`src/rtl/led7_scan_ctrl.sv`:
```
// Time-multiplexed N-digit scan controller feeding one shared 7-segment decoder.
// Optional leading-zero blanking is enabled by defining LEADING_ZERO_BLANK_EN.
module led7_scan_ctrl #(
  parameter int NUM_DIGITS   = 4,
  parameter int DIV_WIDTH    = 16,
  parameter int DIV_MAX      = 49999,
  parameter int BLANK_CYCLES = 16
) (
  input  logic                    clk,
  input  logic                    rst,
  input  logic                    load,
  input  logic [4*NUM_DIGITS-1:0] value,
  input  logic [NUM_DIGITS-1:0]   digit_mask,
  output logic [3:0]              BCD,
  output logic                    enable,
  output logic [NUM_DIGITS-1:0]   digit_sel,
  output logic [2:0]              digit_idx,
  output logic                    frame_done
);

  logic [DIV_WIDTH-1:0]    div_cnt;
  logic [2:0]              idx;
  logic [4*NUM_DIGITS-1:0] shadow_value;
  logic [4*NUM_DIGITS-1:0] active_value;
  logic [NUM_DIGITS-1:0]   shadow_mask;
  logic [NUM_DIGITS-1:0]   active_mask;
  logic                    pending;

  logic                    slot_end;
  logic                    frame_end;
  logic                    blank;
  logic [3:0]              cur_nib;
  logic                    cur_en;
  logic [NUM_DIGITS-1:0]   sel_n;
  logic [NUM_DIGITS-1:0]   lz_ok;

  assign slot_end  = (div_cnt == DIV_WIDTH'(DIV_MAX));
  assign frame_end = slot_end && (idx == 3'(NUM_DIGITS - 1));
  assign blank     = (div_cnt < DIV_WIDTH'(BLANK_CYCLES));

`ifdef LEADING_ZERO_BLANK_EN
  // Scan from the top digit down; a digit is allowed once any nibble at or above it is nonzero.
  logic seen;
  always_comb begin
    seen  = 1'b0;
    lz_ok = '0;
    for (int unsigned j = 0; j < NUM_DIGITS; j++) begin
      seen = seen | (active_value[4*(NUM_DIGITS-1-j) +: 4] != 4'd0);
      lz_ok[NUM_DIGITS-1-j] = seen || (j == NUM_DIGITS - 1);
    end
  end
`else
  assign lz_ok = '1;
`endif

  always_comb begin
    cur_nib = '0;
    cur_en  = 1'b0;
    sel_n   = '1;
    for (int unsigned k = 0; k < NUM_DIGITS; k++) begin
      if (idx == 3'(k)) begin
        cur_nib  = active_value[4*k +: 4];
        cur_en   = active_mask[k] & lz_ok[k];
        sel_n[k] = 1'b0;
      end
    end
  end

  always_ff @(posedge clk) begin
    if (rst) begin
      div_cnt      <= '0;
      idx          <= '0;
      shadow_value <= '0;
      active_value <= '0;
      shadow_mask  <= '0;
      active_mask  <= '0;
      pending      <= 1'b0;
      BCD          <= '0;
      enable       <= 1'b0;
      digit_sel    <= '1;
      digit_idx    <= '0;
      frame_done   <= 1'b0;
    end else begin
      div_cnt <= slot_end ? '0 : div_cnt + DIV_WIDTH'(1);
      if (slot_end)
        idx <= (idx == 3'(NUM_DIGITS - 1)) ? '0 : idx + 3'd1;

      // Swap reads the pre-edge shadow; a coincident load refills it and keeps pending set.
      if (frame_end && pending) begin
        active_value <= shadow_value;
        active_mask  <= shadow_mask;
      end
      if (load) begin
        shadow_value <= value;
        shadow_mask  <= digit_mask;
        pending      <= 1'b1;
      end else if (frame_end) begin
        pending      <= 1'b0;
      end

      BCD        <= cur_nib;
      enable     <= !blank && cur_en;
      digit_sel  <= blank ? '1 : sel_n;
      digit_idx  <= idx;
      frame_done <= frame_end;
    end
  end

endmodule
```
`config.mk`:
```
export PLATFORM = sky130hd
export DESIGN_NAME = led7_scan_ctrl
export DESIGN_NICKNAME = d
export VERILOG_FILES = /design/src/rtl/led7_scan_ctrl.sv
export SDC_FILE = /design/constraint.sdc
export NUM_CORES = 1
export LEC_CHECK = 0
export CAP_MARGIN = 20
export CORE_MARGIN = 3
export CORE_UTILIZATION = 40
export DETAILED_ROUTE_END_ITERATION = 8
export PLACE_DENSITY_LB_ADDON = 0.15
export SLEW_MARGIN = 20
export SYNTH_ARGS = -nofsm -noshare
export SYNTH_HDL_FRONTEND = slang
export SYNTH_SLANG_ARGS = --single-unit
```
`constraint.sdc`:
```
create_clock -name clk -period 2.2 [get_ports clk]
set_input_delay 0.44 -clock clk [delete_from_list [all_inputs] [get_ports clk]]
set_output_delay 0.44 -clock clk [all_outputs]
set_load 0.05 [all_outputs]
```
==> results of run 1 <==
how the worst max path moves through the flow:
stage / startpoint / cells after the start / slack, ns / end
CTS: div_cnt[12] / 5 / 0.27 / active_value[7]
finish: div_cnt[12] / 5 / 0.28 / active_value[10]
detailed placement: div_cnt[12] / 5 / 0.29 / active_value[12]
global placement: div_cnt[12] / 5 / 0.35 / active_value[0]
global route: div_cnt[12] / 5 / 0.17 / active_value[5]
floorplan: div_cnt[12] / 6 / 0.23 / active_mask[0]
registers in the layout (all words and copies together) (netlist names):
| register | count |
|---|---|
| digit_idx | 3 |
| shadow_value | 16 |
| pending | 1 |
| frame_done | 1 |
| div_cnt | 16 |
| active_mask | 4 |
| digit_sel | 4 |
| active_value | 16 |
| BCD | 4 |
| enable | 1 |
| shadow_mask | 4 |
| idx | 3 |
synth_stat cells, drive strengths merged:
master / number
dfxtp: 73
nor2: 48
mux2i: 42
nand2b: 41
nand2: 15
clkbuf: 12
a21oi: 11
xnor2: 11
buf: 7
nor4: 7
inv: 6
nand3: 6
ha: 5
nand4: 5
nand3b: 4
o22ai: 4
nor3: 3
or3: 3
xor2: 3
and3: 2
nor2b: 2
or2: 2
or4: 2
a211oi: 1
a21boi: 1
nor3b: 1
o21ai: 1
cell families after synthesis:
| family | Yosys count |
|---|---|
| buffers and inverters | 25 |
| AOI/OAI and AO/OA | 18 |
| xor gates and xnor gates | 14 |
| and+or+nand+nor | 141 |
| DFF | 73 |
| adders and majority gates | 5 |
| muxes | 42 |
through the flow:
stage                     setup slack, ns  instance area, um2  hold slack (ns)  total power [mW]  std cells
final                               0.276                3680            0.473              2.66        455
after global routing                0.173                3680            0.493              2.75        455
after CTS                           0.266                3680            0.474              2.69        455
after detailed placement            0.286                3460            0.456              1.54        440
after global placement              0.348                3460            0.445              1.53        440
after floorplan                     0.234                3040            0.430              1.48        318
worst min-delay path, stage by stage (launching register included):
cell,delay [ns]
dfxtp_1,0.31
nand2b_1,0.06
mux2i_1,0.05
cell type report:
cell class	instances	area [um2]	area share
Clock buffer	10	138	0.0374
Tap cell	99	124	0.0336
Clock inverter	5	80.1	0.0217
Sequential cell	73	1460	0.397
Inverter	6	22.5	0.00612
Multi-Input combinational cell	220	1450	0.393
Timing Repair Buffer	42	410	0.111
where the power goes:
group / switching [mW] / total (mW) / leakage, nW / internal [mW]
Clock: 0.493 / 1.15 / 0.104 / 0.661
Sequential: 0.0171 / 1.37 / 0.593 / 1.35
Combinational: 0.0577 / 0.137 / 0.616 / 0.0794
Total: 0.568 / 2.66 / 1.31 / 2.09
per-layer routing:
| layer | vias to the layer above | share of wire | GRT usage |
|---|---|---|---|
| li1 | 1126 | - | - |
| met1 | 962 | 0.49 | 0.181 |
| met2 | 26 | 0.46 | 0.234 |
| met3 | 11 | 0.030 | 0.0314 |
| met4 | 0 | 0.022 | 0.0733 |
| met5 | - | 0 | 0 |
==> impl_metrics.py, run 1 <==
metrics = {
    "outcome": {
        "outcome": "finished clean",
    },
    "worst_hold_path": {
        "hp-class": "flip-flop to flip-flop",
        "whs_path_depth": 2,
        "whs_endpoint": "active_value[6]",
        "min-delay-start": "active_value[6]",
    },
    "clock_network": {
        "clock_latency_ns": 0.35,
        "clkSinkCount": 73,
        "cts_tree": "yes",
        "ctsHoldBuffers": 0,
        "cts_buffers": 9,
        "cts_max_path_buffers": 2,
        "path_clk_slew_ns": 0.08,
        "cts_setup_buffers": 0,
        "h-tree-depth": 3,
        "cts_resized": 0,
        "root_buffer": "clkbuf_8",
    },
    "yosys": {
        "synth_warnings": 0,
        "synth_area_leader_cell": "dfxtp_1",
        "synth_top_family_by_area": "simple AND/OR/NAND/NOR gates",
        "yosys_register_bits": 73,
        "syn_nets": 346,
        "syn_area_per_cell_um2": 9.57,
        "synth-simple-area-share": 0.243,
        "syn_area_um2": 3040,
        "synth_compound_area_frac": 0.0329,
        "yosysTopAreaCellShare": 0.480,
        "synth_fa_ha_area_frac": 0.0206,
        "synthMuxAreaShare": 0.138,
        "synth_xor_area_frac": 0.0403,
        "synthTopCellsByArea": "dfxtp_1 48%, mux2i_1 14%, nand2b_1 8.4%",
        "ys_types": 33,
        "ys_seq_area_frac": 0.480,
        "syn_inst": 318,
    },
    "floorplanning": {
        "die_x_um": 93.2,
        "die_y_um": 93.2,
        "die_area_um2": 8690,
        "std_cell_rows": 31,
        "start_util": 0.415,
        "ios": 36,
        "core_um2": 7330,
    },
    "critical_path": {
        "cp_data_required_time_ns": 2.48,
        "crit_slowest_cell": "or4_4",
        "crit_chain": "or4_4 -> nor4_4 -> and3_1 -> buf_12 -> mux2i_1",
        "reg2reg_from": "div_cnt[12]",
        "endpoint_kind": "flip-flop",
        "crit_family": "simple AND/OR/NAND/NOR gates",
        "timing.critical_path.buf_inv": 1,
        "rrSetupSlack_ns": 0.28,
        "max_stage_delay_ns": 0.56,
        "reg2regPathDepth": 5,
        "crit_type": "flip-flop to flip-flop",
        "crit_fanout": 20,
        "cp-start-kind": "flip-flop",
        "crit_arrival_ns": 2.20,
        "reg2reg_to": "active_value[10]",
    },
    "layout": {
        "utilization": 0.502,
        "drive_gt1_frac": 0.0730,
        "syn_to_final_growth_pct": 21.0,
        "most-common-layout-cells": "73 x dfxtp_1, 48 x nor2_1, 42 x mux2i_1",
        "fin_nets": 380,
        "fillCellCount": 702,
        "n_antenna_cell": 0,
        "final_common_cell": "dfxtp_1",
    },
    "detailed_routing": {
        "wire_per_inst_um": 12.6,
        "finalWirelength_um": 5750,
        "vias_per_cell": 4.67,
        "drtIter0Drc": 83,
        "antenna_left": 0,
        "num_vias": 2125,
        "drt-pass1-iter-count": 4,
        "drc": 0,
    },
    "sta": {
        "fmax_mhz": 520,
        "layout_min_cycle_time_ns": 1.92,
        "clock_skew_ns": 0.00763,
        "rsz0062_at_grt": "false",
        "worstMarginPinSlew_ns": 0.501,
        "worst_slew_margin_rel": 0.665,
        "drv_slew": 0,
        "fin_crit_sh": 0.874,
        "setup_viol": 0,
        "hold_viol_final": 0,
        "tns_ns": 0,
    },
    "global_route": {
        "antenna_found_initial": 0,
        "track_usage": 0.145,
        "grt_start_max_net_pins": 30,
        "grt_pass1_vias": 2169,
        "grt_pass1_wl_um": 9850,
        "grt_overflow": 0,
    },
    "placement": {
        "io_buffer_count": 35,
        "dpl.hpwl_um": 3950,
        "place_congestion": 0.778,
    },
    "flow_run": {
        "cap_violations": 0,
    },
    "power": {
        "p_leak_nw": 1.31,
        "irDropWorstVdd_uv": 282,
        "cellPowerDensity_nw_per_um2": 721,
    },
}
No activity file was read; power rests on OpenSTA's default activity.
==> inputs of run 2 (changes only) <==
CORE_UTILIZATION = 55   (was 40)
HOLD_SLACK_MARGIN = 0.1   (was unset)
==> impl_metrics.py, run 2 (synthesis results as in run 1) <==
metrics = {
    "outcome": {
        "outcome": "finished clean",
    },
    "clock_network": {
        "h-tree-depth": 3,
        "cts_buffers": 9,
        "cts_setup_buffers": 0,
        "cts_resized": 0,
        "clock_latency_ns": 0.34,
        "ctsHoldBuffers": 0,
        "cts_max_path_buffers": 2,
        "clkSinkCount": 73,
        "root_buffer": "clkbuf_8",
        "path_clk_slew_ns": 0.07,
        "cts_tree": "yes",
    },
    "layout": {
        "most-common-layout-cells": "73 x dfxtp_1, 48 x nor2_1, 42 x mux2i_1",
        "reg_top3": "active_value: 16 flops, div_cnt: 16 flops, shadow_value: 16 flops",
        "fin_nets": 380,
        "stdcell_count": 427,
        "syn_to_final_growth_pct": 19.4,
        "fillCellCount": 421,
        "drive_gt1_frac": 0.0700,
        "final_common_cell": "dfxtp_1",
        "n_antenna_cell": 0,
    },
    "global_route": {
        "grt_start_max_net_pins": 30,
        "track_usage": 0.188,
        "grt_overflow": 0,
        "antenna_found_initial": 0,
        "grt_pass1_wl_um": 9250,
        "grt_pass1_vias": 2022,
    },
    "sta": {
        "clock_skew_ns": 0.00897,
        "hold_viol_final": 0,
        "rsz0062_at_grt": "false",
        "worst_slew_margin_rel": 0.663,
        "hold_ws_ns": 0.474,
        "layout_min_cycle_time_ns": 1.95,
        "setup_slack_ns": 0.252,
        "tns_ns": 0,
        "setup_viol": 0,
        "fin_crit_sh": 0.886,
        "fmax_mhz": 513,
        "worstMarginPinSlew_ns": 0.504,
        "drv_slew": 0,
    },
    "placement": {
        "dpl.hpwl_um": 3770,
        "dp_worst_setup_slack_ns": 0.239,
        "io_buffer_count": 35,
        "place_inst": 411,
        "place_congestion": 0.803,
    },
    "power": {
        "p_leak_nw": 1.32,
        "irDropWorstVdd_uv": 622,
        "total_power_mw": 2.58,
        "cellPowerDensity_nw_per_um2": 710,
    },
    "critical_path": {
        "crit_arrival_ns": 2.21,
        "crit_type": "flip-flop to flip-flop",
        "crit_fanout": 20,
        "cp-start-kind": "flip-flop",
        "endpoint_kind": "flip-flop",
        "cp_data_required_time_ns": 2.46,
        "rrSetupSlack_ns": 0.25,
    },
    "floorplanning": {
        "die_y_um": 80.4,
        "core_um2": 5240,
        "start_util": 0.581,
        "die_x_um": 80.4,
        "ios": 36,
        "std_cell_rows": 26,
        "die_area_um2": 6460,
    },
    "detailed_routing": {
        "vias_per_cell": 5.04,
        "antenna_left": 0,
        "drtIter0Drc": 79,
        "num_vias": 2153,
        "drt-pass1-iter-count": 4,
        "drc": 0,
        "wire_per_inst_um": 12.8,
        "finalWirelength_um": 5470,
    },
    "worst_hold_path": {
        "hp-class": "flip-flop to flip-flop",
    },
    "flow_run": {
        "cap_violations": 0,
    },
}
run 2: layout make-up:
class                           instances  area, um2  area share
Sequential cell                        73       1460       0.402
Multi-Input combinational cell        220       1450       0.398
Timing Repair Buffer                   42        410       0.113
Clock buffer                           14        173      0.0475
Tap cell                               70       87.6      0.0241
Clock inverter                          2       35.0     0.00964
Inverter                                6       22.5     0.00619
run 2: final timing paths:
| kind | cells after the start | to | start |
|---|---|---|---|
| worst max register to register | 5 | active_mask[0] | div_cnt[12] |
| worst min register to register | 2 | active_value[3] | shadow_value[3] |
| worst max-delay path | 5 | active_mask[0] | div_cnt[12] |
| worst min-delay path | 2 | active_value[3] | shadow_value[3] |
run 2: layer usage:
metal | share of wire | GRT usage | vias to the layer above
li1 | - | - | 1131
met1 | 0.47 | 0.241 | 977
met2 | 0.47 | 0.294 | 36
met3 | 0.033 | 0.0437 | 9
met4 | 0.019 | 0.101 | 0
met5 | 0 | 0 | -
run 2: through the flow:
| stage | cell area, um2 | utilization |
|---|---|---|
| finish | 3640 | 0.694 |
| global route | 3640 | 0.694 |
| CTS | 3640 | 0.694 |
| detailed placement | 3430 | 0.655 |
| global placement | 3430 | 0.655 |
| floorplan | 3040 | - |
run 2: worst max-delay path: stages, from the launching register on:
cell and delay (ns):
dfxtp_1 0.34, or4_4 0.56, nor4_4 0.31, and3_1 0.25, buf_12 0.20, mux2i_1 0.22
run 2: where the power goes:
part / total, mW / switching [mW] / internal, mW
Clock: 1.08 / 0.461 / 0.616
Sequential: 1.37 / 0.0177 / 1.35
Combinational: 0.136 / 0.0569 / 0.0794
